[src/rtl/jtcontra_irqctrl.sv]
// rtl/jtcontra_irqctrl.sv - N-source edge/level interrupt controller with mask, pending and priority vector
module jtcontra_irqctrl #(
   parameter int         N     = 4,
   parameter logic [7:0] POL   = 8'h00,
   parameter logic [7:0] MASK0 = 8'hFF,
   parameter logic [7:0] MODE0 = 8'hFF
) (
   input  logic         clk,
   input  logic         rst,
   input  logic         cen,
   input  logic [N-1:0] src,
   input  logic         gate,
   input  logic         cs,
   input  logic [1:0]   addr,
   input  logic         rnw,
   input  logic [7:0]   din,
   output logic [7:0]   dout,
   input  logic         irq_ack,
   output logic         irq_n,
   output logic [2:0]   irq_id
);

   logic [N-1:0] r_mask;
   logic [N-1:0] r_mode;
   logic [N-1:0] r_pend;
   logic [N-1:0] r_act_last;
   logic         r_irq_n;
   logic [2:0]   r_irq_id;
   logic [7:0]   r_dout;

   logic [N-1:0] w_act;
   logic [N-1:0] w_set;
   logic [N-1:0] w_req;
   logic [N-1:0] w_w1c;
   logic [N-1:0] w_ack_clr;
   logic [N-1:0] w_pend_nx;
   logic         w_wr;
   logic [2:0]   w_id;
   logic [7:0]   w_rd;

   // Sources normalised to active-high; edges qualified by gate, but act_last always tracks
   assign w_act = ~(src ^ POL[N-1:0]);
   assign w_set = w_act & ~r_act_last & {N{gate}};
   assign w_req = r_pend & r_mask;
   assign w_wr  = cs & ~rnw & cen;

   // Clear sources: write-1-clear on addr 2 and the ack aimed at the currently reported source
   always_comb begin
      w_w1c     = '0;
      w_ack_clr = '0;
      if (w_wr && addr == 2'd2) w_w1c = din[N-1:0];
      for (int i = 0; i < N; i++) begin
         if (r_irq_id == 3'(i)) w_ack_clr[i] = irq_ack & ~r_irq_n & r_mode[i];
      end
   end

   // Edge bits hold until cleared (a new edge beats a clear); level bits mirror the gated source
   assign w_pend_nx = (r_mode & ((r_pend & ~w_w1c & ~w_ack_clr) | w_set)) |
                      (~r_mode & w_act & {N{gate}});

   // Fixed priority: lowest requesting index wins, 0 when nothing requests
   always_comb begin
      w_id = 3'd0;
      for (int i = N - 1; i >= 0; i--) begin
         if (w_req[i]) w_id = 3'(i);
      end
   end

   // Read mux; unused upper bits return 0, deselected window returns FF
   always_comb begin
      w_rd = 8'hFF;
      if (cs) begin
         w_rd = 8'h00;
         case (addr)
            2'd0:    w_rd[N-1:0] = r_mask;
            2'd1:    w_rd[N-1:0] = r_mode;
            2'd2:    w_rd[N-1:0] = r_pend;
            default: w_rd = {~r_irq_n, 4'b0000, r_irq_id};
         endcase
      end
   end

   // Register window writes, pending/edge tracking and registered CPU-facing outputs
   always_ff @(posedge clk) begin
      if (rst) begin
         r_mask     <= MASK0[N-1:0];
         r_mode     <= MODE0[N-1:0];
         r_pend     <= '0;
         r_act_last <= '0;
         r_irq_n    <= 1'b1;
         r_irq_id   <= 3'd0;
         r_dout     <= 8'hFF;
      end else begin
         if (w_wr && addr == 2'd0) r_mask <= din[N-1:0];
         if (w_wr && addr == 2'd1) r_mode <= din[N-1:0];
         r_pend     <= w_pend_nx;
         r_act_last <= w_act;
         r_irq_n    <= ~|w_req;
         r_irq_id   <= w_id;
         r_dout     <= w_rd;
      end
   end

   assign dout   = r_dout;
   assign irq_n  = r_irq_n;
   assign irq_id = r_irq_id;

endmodule

[config.mk]
export PLATFORM = sky130hd
export DESIGN_NAME = jtcontra_irqctrl
export DESIGN_NICKNAME = d
export VERILOG_FILES = /design/src/rtl/jtcontra_irqctrl.sv
export SDC_FILE = /design/constraint.sdc
export NUM_CORES = 1
export LEC_CHECK = 0
export CORE_MARGIN = 5
export CORE_UTILIZATION = 34
export CTS_BUF_LIST = sky130_fd_sc_hd__clkbuf_4 sky130_fd_sc_hd__clkbuf_8
export CTS_CLUSTER_SIZE = 40
export DETAILED_ROUTE_END_ITERATION = 10
export GPL_TIMING_DRIVEN = 0
export PLACE_DENSITY = 0.63
export SYNTH_ARGS = -nofsm -noshare
export SYNTH_HDL_FRONTEND = slang
export SYNTH_SLANG_ARGS = --single-unit
[constraint.sdc]
create_clock -name clk -period 1 [get_ports clk]
set_input_delay 0.1 -clock clk [delete_from_list [all_inputs] [get_ports clk]]
set_output_delay 0.1 -clock clk [all_outputs]
set_load 0.005 [all_outputs]
Word-level counts from Yosys, hierarchy flattened
Index checks and enable logic that the tools add are counted.
{ "op_classes": {"bitwise_logic": 25, "muxes": 10, "n_eq_ne": 5, "n_reduce_logical": 12} }
{ "op_table": {"columns": ["operator", "n"], "rows": [
  ["$and A4 B4 Y4", 8],
  ["$not A4 Y4", 5],
  ["$pmux W4 S3", 1],
  ["$mux W4", 2],
  ["$or A4 B4 Y4", 2],
  ["$reduce_or A4 Y1", 2],
  ["$and A1 B1 Y1", 7],
  ["$eq A3 B2 Y1 const B", 2],
  ["$reduce_or A3 Y1", 2],
  ["$mux W1", 5],
  ["$mux W2", 2],
  ["$reduce_or A2 Y1", 2],
  ["$eq A3 B1 Y1 const B", 1],
  ["$logic_and A1 B1 Y1", 3],
  ["$logic_not A3 Y1", 1],
  ["$not A1 Y1", 3],
  ["$eq A2 B1 Y1 const B", 1],
  ["$eq A2 B2 Y1 const B", 1],
  ["$logic_not A2 Y1", 1],
  ["$logic_not A1 Y1", 1]
]} }
{ "totals": {"word_cells": 61, "ff_bits": 28, "input_bits": 21} }

Depth between registers and ports, before layout
Gate-level depths: netlist of the first run.
{ "logic_depth": {"word_depth": 11, "mapped_depth": 4, "depth_no_buf": 3} }

Least setup slack after synthesis of the first run
OpenSTA, ideal clock, no wires.
{ "synth_timing": {"kind": "register to register", "startpoint": "register r_irq_id[1] (netlist: irq_id[1])", "endpoint": "register r_dout[1] (netlist: dout[1])", "t_arrival_ns": 0.916, "path_stages_with_launch": 3, "n_path_buf": 0, "setup_slack_ns": -0.033, "t_required_ns": 0.883, "setup_ns": 0.117, "path_cell_list": "dfxtp_1 -> mux4_2 -> nand2b_1"} }
{ "synth_via": {"elab_chain_cells": 1} }
{ "synth_rtl": {"columns": ["item", "line_no", "source"], "rows": [
  ["start: declaration", "28", "logic [2:0] r_irq_id;"],
  ["start signal: assignment", "99", "r_irq_id <= w_id;"],
  ["$pmux W4 S3", "74", "case (addr)"],
  ["end signal: assignment", "100", "r_dout <= w_rd;"],
  ["end: declaration", "29", "logic [7:0] r_dout;"]
]} }
No other way between the ends.
A chain may end at the register's enable or synchronous reset.

Worst setup path in the final report of the first run
Ends and elaborated chain as after synthesis.

==> results of run 1 <==
-- cells by family after synthesis --
family,count (synthesis),share of synthesized area [%]
AO/OA/AOI/OAI,14,9.73
buffers and inverters,8,4.52
flip-flops,25,45.2
multiplexers,12,13.1
other,1,0.339
AND/OR/NAND/NOR,45,27.0
-- worst min-delay path by stage --
stage	from	endpoint	slack, ps	cells after the start
final	addr[0]	dout[7]	60	3
after global routing	addr[0]	dout[7]	90	3
after CTS	addr[0]	dout[7]	70	3
after detailed placement	addr[0]	dout[7]	430	3
after global placement	addr[0]	dout[7]	420	3
after floorplan	src[3]	r_act_last[3]	170	1
-- Yosys cell counts --
cell type                   n  area [µm²]
sky130_fd_sc_hd__nor3b_4    1        18.8
sky130_fd_sc_hd__inv_1      1        3.75
sky130_fd_sc_hd__nand2b_1   4        25.0
sky130_fd_sc_hd__buf_6      1        11.3
sky130_fd_sc_hd__and2b_2    1        8.76
sky130_fd_sc_hd__nand3b_4   1        20.0
sky130_fd_sc_hd__mux4_2     2        45.0
sky130_fd_sc_hd__nor3_4     1        16.3
sky130_fd_sc_hd__nand3b_1   2        15.0
sky130_fd_sc_hd__conb_1     1        3.75
sky130_fd_sc_hd__nor3b_1    1        7.51
sky130_fd_sc_hd__dfxtp_1   25         500
sky130_fd_sc_hd__nor2_1    16        60.1
sky130_fd_sc_hd__o41ai_1    3        26.3
sky130_fd_sc_hd__a31o_2     1        8.76
sky130_fd_sc_hd__o211ai_1   2        15.0
sky130_fd_sc_hd__nand2_1    7        26.3
sky130_fd_sc_hd__nand4b_1   2        17.5
sky130_fd_sc_hd__a22oi_1    1        7.51
sky130_fd_sc_hd__mux2i_1   10         100
sky130_fd_sc_hd__clkbuf_1   2        7.51
sky130_fd_sc_hd__buf_2      1        5.00
sky130_fd_sc_hd__and3_1     4        25.0
sky130_fd_sc_hd__nor4bb_1   2        20.0
sky130_fd_sc_hd__buf_4      3        22.5
sky130_fd_sc_hd__a21oi_1    1        5.00
sky130_fd_sc_hd__nor4bb_4   1        25.0
sky130_fd_sc_hd__nand3_1    1        5.00
sky130_fd_sc_hd__nor4b_1    1        8.76
sky130_fd_sc_hd__a211o_1    4        35.0
sky130_fd_sc_hd__o21ai_0    2        10.0
-- cell type report --
| type | instances | area share, % |
|---|---|---|
| Inverter | 1 | 0.235 |
| Multi-Input combinational cell | 72 | 39.5 |
| Sequential cell | 25 | 32.2 |
| Clock inverter | 1 | 0.314 |
| Clock buffer | 3 | 1.41 |
| Timing Repair Buffer | 34 | 19.7 |
| Buffer | 6 | 3.14 |
| Tap cell | 44 | 3.45 |
-- power groups by stage --
stage / sequential, µW / clock, µW / combinational, µW
after floorplan: 1100 / 0 / 145
after global placement: 1110 / 0 / 302
after detailed placement: 1110 / 0 / 305
after CTS: 1080 / 462 / 363
after global routing: 1090 / 530 / 410
final: 1080 / 458 / 383
-- stage by stage --
| stage | cells | power [µW] | hold slack (ps) | TNS (ps) | util, % |
|---|---|---|---|---|---|
| floorplan | 105 | 1250 | 167 | -35.8 | - |
| global placement | 175 | 1410 | 416 | -8500 | 46.3 |
| detailed placement | 175 | 1410 | 434 | -8630 | 46.3 |
| CTS | 187 | 1900 | 74.4 | -611 | 51.0 |
| global route | 186 | 2030 | 86.4 | -830 | 51.8 |
| finish | 186 | 1920 | 64.4 | -566 | 51.8 |
-- metal layers --
metal,share of wire [%],vias up
li1,-,451
met1,44,446
met2,49,29
met3,6.0,2
met4,0.43,0
met5,0,-
-- worst register-to-register path: cells and delay by family (launching register included) --
family / cells / cell delay, ps
mux: 1 / 470
flops: 1 / 380
simple gates: 1 / 150
buf+inv: 1 / 120
-- repair_timing --
item	CTS	global route
endpoints found under the setup margin	25	14
buffers inserted	8	0
pin swaps	6	0
gates cloned	0	0
endpoints found under the hold margin	0	0
gates resized for setup	56	14
hold buffers	0	0
-- flip-flops by register name, indices dropped and copies added, names as in the netlist --
name and flops:
r_mode 4, r_mask 4, dout 6, r_act_last 4
irq_n 1, irq_id 2, r_pend 4
==> flow_summary.html, run 1 <==
<table>
<tr><th>Metric</th><th>Value</th></tr>
<tr><th colspan="2">Status</th></tr>
<tr><td>Status</td><td>complete, but fails checks</td></tr>
<tr><td>Violations in the final reports</td><td>negative setup slack</td></tr>
<tr><th colspan="2">Detailed routing</th></tr>
<tr><td>Number of violations reported at the end of detailed-routing iteration 0</td><td>36</td></tr>
<tr><td>Router iterations before antenna repair</td><td>4</td></tr>
<tr><td>Post-detailed-route DRC marker count</td><td>0</td></tr>
<tr><td>Number of vias after detailed routing</td><td>928</td></tr>
<tr><td>Vias per inst</td><td>4.99</td></tr>
<tr><td>Antenna-violating nets left</td><td>0</td></tr>
<tr><td>Average wire per standard cell</td><td>15.0 µm</td></tr>
<tr><td>Routed WL</td><td>2790 µm</td></tr>
<tr><th colspan="2">Cells and area</th></tr>
<tr><td>Share of final-layout standard cells stronger than drive strength 1</td><td>between 30% and 40%</td></tr>
<tr><td>Layout fillers</td><td>around 310</td></tr>
<tr><td>Commonest non-fill, non-tap cell in the layout</td><td>sky130_fd_sc_hd__dfxtp_1</td></tr>
<tr><td>Final std cell area, no fill</td><td>0.00160 mm²</td></tr>
<tr><td>Top library cells by usage in the layout, fill and taps aside</td><td>20 x sky130_fd_sc_hd__dfxtp_1, 16 x sky130_fd_sc_hd__nor2_1, 11 x sky130_fd_sc_hd__clkdlybuf4s50_1</td></tr>
<tr><td>Count of inserted antenna diode cells</td><td>0</td></tr>
<tr><td>Signed area change from the synthesized netlist to the final layout</td><td>44.2%</td></tr>
<tr><td>Reg area</td><td>just over 500 µm²</td></tr>
<tr><td>Multi-input logic area</td><td>631 µm²</td></tr>
<tr><td>Net count, final</td><td>164</td></tr>
<tr><th colspan="2">CTS</th></tr>
<tr><td>Clock latency reported for the late side of the worst-skew pair</td><td>~320 ps</td></tr>
<tr><td>CTS tree</td><td>done</td></tr>
<tr><td>CTS root buffer</td><td>sky130_fd_sc_hd__clkbuf_4</td></tr>
<tr><td>Buffer levels on the longest clock path</td><td>2</td></tr>
<tr><td>Clock slew at the register clock pins of the worst setup and hold paths</td><td>150 ps</td></tr>
<tr><td>Number of buffers inserted during clock tree synthesis</td><td>3</td></tr>
<tr><td>Clock tree sinks</td><td>25</td></tr>
<tr><td>Maximum level of the CTS H-tree</td><td>1</td></tr>
<tr><th colspan="2">Logic synthesis</th></tr>
<tr><td>Cell area after technology mapping</td><td>0.00111 mm²</td></tr>
<tr><td>Number of nets in the synthesized netlist</td><td>126</td></tr>
<tr><td>Sequential area share after synthesis</td><td>45.2%</td></tr>
<tr><td>Yosys warning total</td><td>0</td></tr>
<tr><td>Number of distinct library cell variants in the gate-level netlist after synthesis</td><td>31</td></tr>
<tr><td>Yosys reg bits</td><td>25</td></tr>
<tr><td>Post-Syn Area per Cell</td><td>10.5 µm²</td></tr>
<tr><td>Cells after Synth</td><td>105</td></tr>
<tr><th colspan="2">Critical path</th></tr>
<tr><td>Type of the worst setup path</td><td>flip-flop to flip-flop</td></tr>
<tr><td>R2R Setup Slk</td><td>-210 ps</td></tr>
<tr><td>Data required time of the worst path</td><td>about 1200 ps</td></tr>
<tr><td>Cell breakdown of the critical path</td><td>buf_6, mux4_2, nand2b_4</td></tr>
<tr><td>Family with the most delay on the worst path</td><td>multiplexers</td></tr>
<tr><td>Worst setup startpoint</td><td>irq_id[1]</td></tr>
<tr><td>Cell depth of the worst setup path</td><td>3</td></tr>
<tr><td>Slowest cell on the critical path</td><td>sky130_fd_sc_hd__mux4_2</td></tr>
<tr><td>R2R depth</td><td>3</td></tr>
<tr><td>Combined buffer and inverter count along the critical path</td><td>1</td></tr>
<tr><td>Critical path's largest stage delay</td><td>470 ps</td></tr>
<tr><td>Terminus of the critical flop-to-flop path</td><td>dout[1]</td></tr>
<tr><td>Critical path startpoint category</td><td>flip-flop</td></tr>
<tr><td>Worst setup endpoint</td><td>dout[1]</td></tr>
<tr><td>Critical Path AT</td><td>1430 ps</td></tr>
<tr><td>R2r startpoint</td><td>irq_id[1]</td></tr>
<tr><td>Crit-path max FO</td><td>3</td></tr>
<tr><td>CP endpoint kind</td><td>flip-flop</td></tr>
<tr><th colspan="2">Power</th></tr>
<tr><td>Standby leakage power</td><td>0.000644 µW</td></tr>
<tr><td>Switching power summed over all nets</td><td>504 µW</td></tr>
<tr><td>Portion of total power attributed to the clock network</td><td>approximately a quarter</td></tr>
<tr><td>Switch share</td><td>approximately a quarter</td></tr>
<tr><td>Share of total power in combinational logic</td><td>19.9%</td></tr>
<tr><td>Internal power</td><td>1420 µW</td></tr>
<tr><td>Total power density per cell area</td><td>1200 mW/mm²</td></tr>
<tr><td>Maximum VDD drop</td><td>0.583 mV</td></tr>
<tr><td>Sequential share of power</td><td>between 50% and 60%</td></tr>
<tr><th colspan="2">Global route</th></tr>
<tr><td>Met2 track demand over resource in global routing</td><td>22.9%</td></tr>
<tr><td>Highest-utilization routing layer at the global route stage</td><td>met2</td></tr>
<tr><td>Number of antenna violations at the first check in global routing</td><td>0</td></tr>
<tr><td>GRT met3 Usage</td><td>3.04%</td></tr>
<tr><td>Via count of the first global-routing pass</td><td>roughly 950</td></tr>
<tr><td>Pin count of the biggest net entering global routing</td><td>15</td></tr>
<tr><td>All-Layer GR Usage</td><td>a little over an eighth</td></tr>
<tr><td>GRT met1 Usage</td><td>between 15 and 20%</td></tr>
<tr><td>GRT overflow</td><td>0</td></tr>
<tr><td>First-pass GRT wire length</td><td>4590 µm</td></tr>
<tr><th colspan="2">Place</th></tr>
<tr><td>Total of buffers placed on input and output ports</td><td>26</td></tr>
<tr><td>Worst slack after detailed placement</td><td>-531 ps</td></tr>
<tr><td>HPWL reported at the end of detailed placement</td><td>between 1500 and 2000 µm</td></tr>
<tr><td>GPL Wtd Cong</td><td>0.764</td></tr>
<tr><td>Placed instance area</td><td>0.00142 mm²</td></tr>
<tr><th colspan="2">Floorplan</th></tr>
<tr><td>Boundary pin count</td><td>33</td></tr>
<tr><td>Number of placement rows</td><td>20</td></tr>
<tr><td>Area of the die</td><td>0.00449 mm²</td></tr>
<tr><td>Die height</td><td>67.0 µm</td></tr>
<tr><td>Effective utilization at floorplan</td><td>35.9%</td></tr>
<tr><td>Area of the core</td><td>approximately 0.003 mm²</td></tr>
<tr><td>Overall die width</td><td>67.0 µm</td></tr>
<tr><th colspan="2">Worst hold path</th></tr>
<tr><td>Hold/Removal Path Class</td><td>input port to flip-flop</td></tr>
<tr><th colspan="2">Timing</th></tr>
<tr><td>Slew Viols, Final</td><td>0</td></tr>
<tr><td>Top achievable clock speed</td><td>a little over 0.8 GHz</td></tr>
<tr><td>Count of endpoints failing hold in the final timing report</td><td>0</td></tr>
<tr><td>Setup slack of the critical path after layout</td><td>-208 ps</td></tr>
<tr><td>Layout Skew</td><td>14.0 ps</td></tr>
<tr><td>Setup repair after global routing missed its margin</td><td>true</td></tr>
<tr><td>Portion of the clock cycle consumed by the worst path in the final layout</td><td>121%</td></tr>
<tr><td>Final setup viols</td><td>6</td></tr>
<tr><td>Post-layout min period</td><td>1210 ps</td></tr>
<tr><th colspan="2">Run</th></tr>
<tr><td>Max-cap violation count</td><td>0</td></tr>
</table>
(Power assumes the default switching activity.)
==> run 2, diff against run 1 <==
Settings changed: ABC_CLOCK_PERIOD_IN_PS set to 1450, CORE_MARGIN 5 to 2, PLACE_DENSITY 0.63 to 0.61.
Clock period 1 ns to 1.45 ns, I/O delays scaled along.
==> flow_summary.html, run 2 (synthesis gave the netlist of run 1 again) <==
<table>
<tr><th>Metric</th><th>Value</th></tr>
<tr><th colspan="2">Critical path</th></tr>
<tr><td>Type of the worst setup path</td><td>flip-flop to output port</td></tr>
<tr><td>Crit-path max FO</td><td>6 (+3)</td></tr>
<tr><td>Family with the most delay on the worst path</td><td>buffers and inverters</td></tr>
<tr><td>Critical path's largest stage delay</td><td>520 ps (+50 ps)</td></tr>
<tr><td>Slowest cell on the critical path</td><td>sky130_fd_sc_hd__clkdlybuf4s50_1</td></tr>
<tr><td>Critical Path AT</td><td>1250 ps (-180 ps)</td></tr>
<tr><td>Combined buffer and inverter count along the critical path</td><td>1 (unchanged)</td></tr>
<tr><td>Cell breakdown of the critical path</td><td>clkdlybuf4s50_1</td></tr>
<tr><td>Cell depth of the worst setup path</td><td>1 (-2)</td></tr>
<tr><td>Data required time of the worst path</td><td>1310 ps (+80 ps)</td></tr>
<tr><td>Critical path startpoint category</td><td>flip-flop</td></tr>
<tr><td>CP endpoint kind</td><td>output port</td></tr>
<tr><td>R2R depth</td><td>2 (-1)</td></tr>
<tr><th colspan="2">Detailed routing</th></tr>
<tr><td>Post-detailed-route DRC marker count</td><td>0 (unchanged)</td></tr>
<tr><td>Antenna-violating nets left</td><td>0 (unchanged)</td></tr>
<tr><td>Number of violations reported at the end of detailed-routing iteration 0</td><td>16 (-56%)</td></tr>
<tr><td>Vias per inst</td><td>4.99 (+0.10%)</td></tr>
<tr><td>Routed WL</td><td>2460 µm (-12%)</td></tr>
<tr><td>Average wire per standard cell</td><td>13.7 µm (-8.6%)</td></tr>
<tr><td>Number of vias after detailed routing</td><td>894 (-3.7%)</td></tr>
<tr><td>Router iterations before antenna repair</td><td>4 (unchanged)</td></tr>
<tr><th colspan="2">Floorplan</th></tr>
<tr><td>Overall die width</td><td>61.0 µm (-9.0%)</td></tr>
<tr><td>Boundary pin count</td><td>33 (unchanged)</td></tr>
<tr><td>Effective utilization at floorplan</td><td>35.9% (unchanged)</td></tr>
<tr><td>Die height</td><td>61.0 µm (-9.0%)</td></tr>
<tr><td>Area of the core</td><td>0.00308 mm² (unchanged)</td></tr>
<tr><td>Area of the die</td><td>0.00373 mm² (-17%)</td></tr>
<tr><td>Number of placement rows</td><td>20 (unchanged)</td></tr>
<tr><th colspan="2">CTS</th></tr>
<tr><td>Number of hold buffers added after cts</td><td>0 (unchanged)</td></tr>
<tr><td>CTS tree</td><td>done</td></tr>
<tr><td>Maximum level of the CTS H-tree</td><td>1 (unchanged)</td></tr>
<tr><td>Number of buffers inserted during clock tree synthesis</td><td>3 (unchanged)</td></tr>
<tr><td>Buffer levels on the longest clock path</td><td>2 (unchanged)</td></tr>
<tr><td>Clock tree sinks</td><td>25 (unchanged)</td></tr>
<tr><td>CTS root buffer</td><td>sky130_fd_sc_hd__clkbuf_4</td></tr>
<tr><td>Clock latency reported for the late side of the worst-skew pair</td><td>320 ps (about the same)</td></tr>
<tr><td>Clock slew at the register clock pins of the worst setup and hold paths</td><td>130 ps (-20 ps)</td></tr>
<tr><th colspan="2">Place</th></tr>
<tr><td>GPL Wtd Cong</td><td>0.859 (+12%)</td></tr>
<tr><td>HPWL reported at the end of detailed placement</td><td>1860 µm (-6.7%)</td></tr>
<tr><td>Placed instance area</td><td>0.00142 mm² (-0.18%)</td></tr>
<tr><td>Worst slack after detailed placement</td><td>-165 ps (+366 ps)</td></tr>
<tr><td>Total of buffers placed on input and output ports</td><td>26 (unchanged)</td></tr>
<tr><th colspan="2">Timing</th></tr>
<tr><td>Top achievable clock speed</td><td>a little over 0.7 GHz</td></tr>
<tr><td>Post-layout min period</td><td>1390 ps</td></tr>
<tr><td>Smallest hold slack</td><td>116 ps (+51.4 ps)</td></tr>
<tr><td>Final setup viols</td><td>0 (-6)</td></tr>
<tr><td>Portion of the clock cycle consumed by the worst path in the final layout</td><td>96.0%</td></tr>
<tr><td>Worst relative slew slack</td><td>64.8%</td></tr>
<tr><td>Slew Viols, Final</td><td>0 (unchanged)</td></tr>
<tr><td>Layout Skew</td><td>2.91 ps (-11.1 ps)</td></tr>
<tr><td>Count of endpoints failing hold in the final timing report</td><td>0 (unchanged)</td></tr>
<tr><td>Setup repair after global routing missed its margin</td><td>false</td></tr>
<tr><td>Worst Max-Slew Pin Slew</td><td>528 ps</td></tr>
<tr><td>Setup slack of the critical path after layout</td><td>57.9 ps (+266 ps)</td></tr>
<tr><th colspan="2">Power</th></tr>
<tr><td>Switch share</td><td>24.3% (-2.0 points)</td></tr>
<tr><td>Pwr Total</td><td>1290 µW (-33%)</td></tr>
<tr><td>Internal power</td><td>976 µW (-31%)</td></tr>
<tr><td>Share of total power in combinational logic</td><td>16.0% (-3.9 points)</td></tr>
<tr><td>Portion of total power attributed to the clock network</td><td>25.7% (+1.8 points)</td></tr>
<tr><td>Maximum VDD drop</td><td>0.657 mV (+13%)</td></tr>
<tr><td>Sequential share of power</td><td>58.3% (+2.1 points)</td></tr>
<tr><td>Standby leakage power</td><td>0.000555 µW (-14%)</td></tr>
<tr><td>Switching power summed over all nets</td><td>313 µW (-38%)</td></tr>
<tr><td>Total power density per cell area</td><td>882 mW/mm² (-27%)</td></tr>
<tr><th colspan="2">Cells and area</th></tr>
<tr><td>Share of final-layout standard cells stronger than drive strength 1</td><td>15.6% (-16 points)</td></tr>
<tr><td>Max FFs per register</td><td>6 (unchanged)</td></tr>
<tr><td>Commonest non-fill, non-tap cell in the layout</td><td>sky130_fd_sc_hd__clkdlybuf4s50_1</td></tr>
<tr><td>Signed area change from the synthesized netlist to the final layout</td><td>32.1%</td></tr>
<tr><td>Count of inserted antenna diode cells</td><td>0 (unchanged)</td></tr>
<tr><td>Top library cells by usage in the layout, fill and taps aside</td><td>24 x sky130_fd_sc_hd__clkdlybuf4s50_1, 21 x sky130_fd_sc_hd__dfxtp_1, 16 x sky130_fd_sc_hd__nor2_1</td></tr>
<tr><td>Net count, final</td><td>157 (-4.3%)</td></tr>
<tr><td>Final std cell area, no fill</td><td>0.00146 mm² (-8.4%)</td></tr>
<tr><th colspan="2">Global route</th></tr>
<tr><td>Via count of the first global-routing pass</td><td>825 (-13%)</td></tr>
<tr><td>Number of antenna violations at the first check in global routing</td><td>0 (unchanged)</td></tr>
<tr><td>First-pass GRT wire length</td><td>3880 µm (-15%)</td></tr>
<tr><td>Pin count of the biggest net entering global routing</td><td>14 (-1)</td></tr>
<tr><td>GRT overflow</td><td>0 (unchanged)</td></tr>
<tr><td>All-Layer GR Usage</td><td>14.4% (+0.68 points)</td></tr>
<tr><th colspan="2">Status</th></tr>
<tr><td>Status</td><td>finished clean</td></tr>
<tr><th colspan="2">Worst hold path</th></tr>
<tr><td>Hold/Removal Path Class</td><td>input port to flip-flop</td></tr>
<tr><td>WHS Path Cells</td><td>3 (unchanged)</td></tr>
<tr><th colspan="2">Run</th></tr>
<tr><td>Max-cap violation count</td><td>0 (unchanged)</td></tr>
</table>
run 2: cell types whose count changed in the layout (fill, tap and decap cells not counted), sizes merged:
cell           before  now
clkinv              1    0
dlymetal6s2s        0    2
clkdlybuf4s15       4    0
dlygate4sd2         4    0
buf                18    5
clkdlybuf4s50      11   24
run 2: layout make-up:
cell class / instances / area [µm²]
sequential: 25 / 505
multi-input combinational: 72 / 556
buffer: 7 / 46.3
fill: 301 / 1620
timing repair buffer: 26 / 265
clock buffer: 4 / 30.0
tap: 44 / 55.1
inverter: 1 / 3.75
run 2: what timing repair did:
item	in CTS	in global routing
gates resized for setup	4	2
gates cloned	0	0
setup endpoints to repair	5	2
setup buffers	0	0
run 2: routing by layer:
metal  vias up  track usage [%]  routed length, µm
met5         -                0                  0
met4         0             4.35                 23
met3         4             3.99                171
met2        36             22.5               1140
met1       418             19.4               1130
li1        436                -                  -
run 2: stage by stage:
stage / std cells / TNS (ps) / utilization [%]
after floorplan: 105 / 0 / -
after global placement: 175 / -798 / 46.2
after detailed placement: 175 / -875 / 46.2
after CTS: 179 / 0 / 47.3
after global routing: 179 / 0 / 47.5
final: 179 / 0 / 47.5
run 2: final timing paths:
kind,start,slack [ps],to
setup / recovery,irq_id[1],60,irq_id[1]
hold / removal,addr[0],120,dout[7]
setup reg to reg,irq_id[1],380,dout[1]
hold reg to reg,r_pend[1],500,r_pend[1]
run 2: power groups by stage:
stage / logic [µW] / clock network (µW) / registers [µW]
2_1_floorplan: 100 / 0 / 758
5_1_grt: 223 / 373 / 755
6_report: 206 / 331 / 751
3_5_place_dp: 207 / 0 / 764
3_3_place_gp: 205 / 0 / 763
4_1_cts: 209 / 341 / 750
==> run 3, diff against run 2 <==
--- a/config.mk
+++ b/config.mk
@@ -8,2 +8,3 @@
 export ABC_CLOCK_PERIOD_IN_PS = 1450
+export CORE_ASPECT_RATIO = 0.7
 export CORE_MARGIN = 2
--- a/constraint.sdc
+++ b/constraint.sdc
@@ -3,2 +3,2 @@
 set_output_delay 0.145 -clock clk [all_outputs]
-set_load 0.005 [all_outputs]
+set_load 0.01 [all_outputs]
==> flow_summary.html, run 3 (synthesis gave the netlist of run 1 again) <==
<table>
<tr><th>Metric</th><th>Value</th></tr>
<tr><th colspan="2">Power</th></tr>
<tr><td>Maximum VDD drop</td><td>0.551 mV (-16%)</td></tr>
<tr><td>Standby leakage power</td><td>0.000553 µW (-0.29%)</td></tr>
<tr><td>Internal power</td><td>1040 µW (+6.8%)</td></tr>
<tr><td>Switching power summed over all nets</td><td>336 µW (+7.4%)</td></tr>
<tr><td>Share of total power in combinational logic</td><td>15.8% (-0.2 points)</td></tr>
<tr><td>Switch share</td><td>24.4% (+0.092 points)</td></tr>
<tr><td>Total power density per cell area</td><td>941 mW/mm² (+6.7%)</td></tr>
<tr><td>Sequential share of power</td><td>54.4% (-3.9 points)</td></tr>
<tr><td>Portion of total power attributed to the clock network</td><td>29.8% (+4.1 points)</td></tr>
<tr><th colspan="2">Global route</th></tr>
<tr><td>GRT met1 Usage</td><td>19.2% (-0.19 points)</td></tr>
<tr><td>Number of antenna violations at the first check in global routing</td><td>0 (unchanged)</td></tr>
<tr><td>GRT met3 Usage</td><td>5.04% (+1.0 points)</td></tr>
<tr><td>Highest-utilization routing layer at the global route stage</td><td>met2</td></tr>
<tr><td>First-pass GRT wire length</td><td>4050 µm (+4.5%)</td></tr>
<tr><td>Met2 track demand over resource in global routing</td><td>23.1% (+0.60 points)</td></tr>
<tr><td>All-Layer GR Usage</td><td>14.8% (+0.43 points)</td></tr>
<tr><td>GRT overflow</td><td>0 (unchanged)</td></tr>
<tr><td>Pin count of the biggest net entering global routing</td><td>15 (+1)</td></tr>
<tr><td>Via count of the first global-routing pass</td><td>831 (+0.73%)</td></tr>
<tr><th colspan="2">Place</th></tr>
<tr><td>Total of buffers placed on input and output ports</td><td>26 (unchanged)</td></tr>
<tr><td>HPWL reported at the end of detailed placement</td><td>1890 µm (+1.7%)</td></tr>
<tr><td>Worst slack after detailed placement</td><td>-177 ps (-11.5 ps)</td></tr>
<tr><td>GPL Wtd Cong</td><td>0.764 (-11%)</td></tr>
<tr><td>Number of placed cells counting well taps</td><td>169 (-3.4%)</td></tr>
<tr><th colspan="2">Timing</th></tr>
<tr><td>Layout Skew</td><td>1.35 ps (-1.56 ps)</td></tr>
<tr><td>Setup slack of the critical path after layout</td><td>70.4 ps (+12.5 ps)</td></tr>
<tr><td>Slew Viols, Final</td><td>0 (unchanged)</td></tr>
<tr><td>Final setup viols</td><td>0 (unchanged)</td></tr>
<tr><td>Top achievable clock speed</td><td>0.725 GHz (+0.90%)</td></tr>
<tr><td>Post-layout min period</td><td>1380 ps (-12.5 ps)</td></tr>
<tr><td>Portion of the clock cycle consumed by the worst path in the final layout</td><td>95.1% (-0.86 points)</td></tr>
<tr><td>Setup repair after global routing missed its margin</td><td>false</td></tr>
<tr><td>Count of endpoints failing hold in the final timing report</td><td>0 (unchanged)</td></tr>
<tr><th colspan="2">Critical path</th></tr>
<tr><td>CP endpoint kind</td><td>output port</td></tr>
<tr><td>Type of the worst setup path</td><td>flip-flop to output port</td></tr>
<tr><td>Data required time of the worst path</td><td>1310 ps (about the same)</td></tr>
<tr><td>Critical path startpoint category</td><td>flip-flop</td></tr>
<tr><td>Crit-path max FO</td><td>3 (-3)</td></tr>
<tr><td>Critical Path AT</td><td>1230 ps (-20 ps)</td></tr>
<tr><th colspan="2">Floorplan</th></tr>
<tr><td>Overall die width</td><td>72.2 µm (+18%)</td></tr>
<tr><td>Die height</td><td>51.7 µm (-15%)</td></tr>
<tr><td>Boundary pin count</td><td>33 (unchanged)</td></tr>
<tr><td>Effective utilization at floorplan</td><td>35.4% (-0.56 points)</td></tr>
<tr><td>Area of the core</td><td>0.00313 mm² (+1.6%)</td></tr>
<tr><td>Area of the die</td><td>0.00373 mm² (+0.20%)</td></tr>
<tr><td>Number of placement rows</td><td>17 (-15%)</td></tr>
<tr><th colspan="2">Detailed routing</th></tr>
<tr><td>Vias per inst</td><td>5.13 (+2.7%)</td></tr>
<tr><td>Router iterations before antenna repair</td><td>4 (unchanged)</td></tr>
<tr><td>Post-detailed-route DRC marker count</td><td>0 (unchanged)</td></tr>
<tr><td>Average wire per standard cell</td><td>14.4 µm (+5.1%)</td></tr>
<tr><td>Routed WL</td><td>2500 µm (+1.6%)</td></tr>
<tr><td>Antenna-violating nets left</td><td>0 (unchanged)</td></tr>
<tr><td>Number of violations reported at the end of detailed-routing iteration 0</td><td>46 (+30)</td></tr>
<tr><td>Number of vias after detailed routing</td><td>887 (-0.78%)</td></tr>
<tr><th colspan="2">Cells and area</th></tr>
<tr><td>Number of standard cells in the layout, taps in and fillers out</td><td>173 (-3.4%)</td></tr>
<tr><td>Layout fillers</td><td>291 (-3.3%)</td></tr>
<tr><td>Share of final-layout standard cells stronger than drive strength 1</td><td>15.6% (unchanged)</td></tr>
<tr><td>Signed area change from the synthesized netlist to the final layout</td><td>32.5%</td></tr>
<tr><td>Top library cells by usage in the layout, fill and taps aside</td><td>26 x sky130_fd_sc_hd__clkdlybuf4s50_1, 21 x sky130_fd_sc_hd__dfxtp_1, 16 x sky130_fd_sc_hd__nor2_1</td></tr>
<tr><td>Max FFs per register</td><td>6 (unchanged)</td></tr>
<tr><td>Net count, final</td><td>157 (unchanged)</td></tr>
<tr><td>Commonest non-fill, non-tap cell in the layout</td><td>sky130_fd_sc_hd__clkdlybuf4s50_1</td></tr>
<tr><td>Reg area</td><td>505 µm² (unchanged)</td></tr>
<tr><td>Multi-input logic area</td><td>556 µm² (unchanged)</td></tr>
<tr><td>Count of inserted antenna diode cells</td><td>0 (unchanged)</td></tr>
<tr><th colspan="2">CTS</th></tr>
<tr><td>PostCTS Resize Cnt</td><td>1 (-3)</td></tr>
<tr><td>Number of hold buffers added after cts</td><td>0 (unchanged)</td></tr>
<tr><td>CTS tree</td><td>done</td></tr>
<tr><td>Clock tree sinks</td><td>25 (unchanged)</td></tr>
<tr><td>Clock slew at the register clock pins of the worst setup and hold paths</td><td>80 ps (-50 ps)</td></tr>
<tr><td>Buffer levels on the longest clock path</td><td>2 (unchanged)</td></tr>
<tr><td>Number of buffers inserted during clock tree synthesis</td><td>3 (unchanged)</td></tr>
<tr><td>Clock latency reported for the late side of the worst-skew pair</td><td>270 ps (-50 ps)</td></tr>
<tr><td>Maximum level of the CTS H-tree</td><td>1 (unchanged)</td></tr>
<tr><td>CTS root buffer</td><td>sky130_fd_sc_hd__clkbuf_8</td></tr>
<tr><td># Post-CTS Setup Buffers</td><td>0 (unchanged)</td></tr>
<tr><th colspan="2">Status</th></tr>
<tr><td>Status</td><td>finished clean</td></tr>
<tr><th colspan="2">Worst hold path</th></tr>
<tr><td>Hold/Removal Path Class</td><td>input port to flip-flop</td></tr>
<tr><th colspan="2">Run</th></tr>
<tr><td>Max-cap violation count</td><td>0 (unchanged)</td></tr>
</table>
==> run 3: cell types whose count changed in the layout (fill, tap and decap cells not counted) <==
cell                              before  now
sky130_fd_sc_hd__clkdlybuf4s50_1      24   26
sky130_fd_sc_hd__clkbuf_8              0    3
sky130_fd_sc_hd__clkbuf_4              4    0
sky130_fd_sc_hd__clkinv_2              0    1
sky130_fd_sc_hd__dlymetal6s2s_1        2    0
==> run 3: layout make-up <==
class | instances | share of cell area [%]
Buffer | 7 | 3.16
Sequential cell | 25 | 34.5
Multi-Input combinational cell | 72 | 37.9
Tap cell | 38 | 3.25
Inverter | 1 | 0.256
Clock inverter | 1 | 0.342
Clock buffer | 3 | 2.82
Timing Repair Buffer | 26 | 17.8
==> run 3: critical path, cell delays in order, from the launching register on <==
cell and delay, ps:
sky130_fd_sc_hd__dfxtp_2 350, sky130_fd_sc_hd__buf_4 100, sky130_fd_sc_hd__clkdlybuf4s50_1 520
==> run 3: final timing paths <==
kind / startpoint / end / slack, ps / cells past startpoint
worst max-delay path: dout[6] / dout[6] / 70 / 2
worst min-delay path: addr[0] / dout[7] / 180 / 3
worst max register to register: irq_id[0] / dout[0] / 390 / 2
worst min register to register: r_pend[0] / r_pend[0] / 500 / 2
==> run 3: metrics by stage <==
step | area [µm²] | hold WS (ps) | utilization [%] | power, µW | setup TNS (ps)
final | 1470 | 177 | 46.9 | 1380 | 0
after global routing | 1470 | 190 | 46.9 | 1460 | 0
after CTS | 1460 | 179 | 46.7 | 1400 | 0
after detailed placement | 1410 | 473 | 45.2 | 982 | -1080
after global placement | 1410 | 467 | 45.2 | 978 | -942
after floorplan | 1110 | 212 | - | 866 | 0
==> run 3: power by group through the flow <==
| stage | Sequential (µW) | Clock (µW) | Combinational (µW) |
|---|---|---|---|
| 3_3_place_gp | 762 | 0 | 216 |
| 4_1_cts | 748 | 431 | 220 |
| 3_5_place_dp | 763 | 0 | 219 |
| 2_1_floorplan | 764 | 0 | 102 |
| 5_1_grt | 754 | 468 | 235 |
| 6_report | 750 | 411 | 217 |
==> run 3: metal layers <==
layer / part of all wire (%) / vias to the layer above
li1: - / 442
met1: 47 / 407
met2: 43 / 31
met3: 7.2 / 7
met4: 2.6 / 0
met5: 0 / -
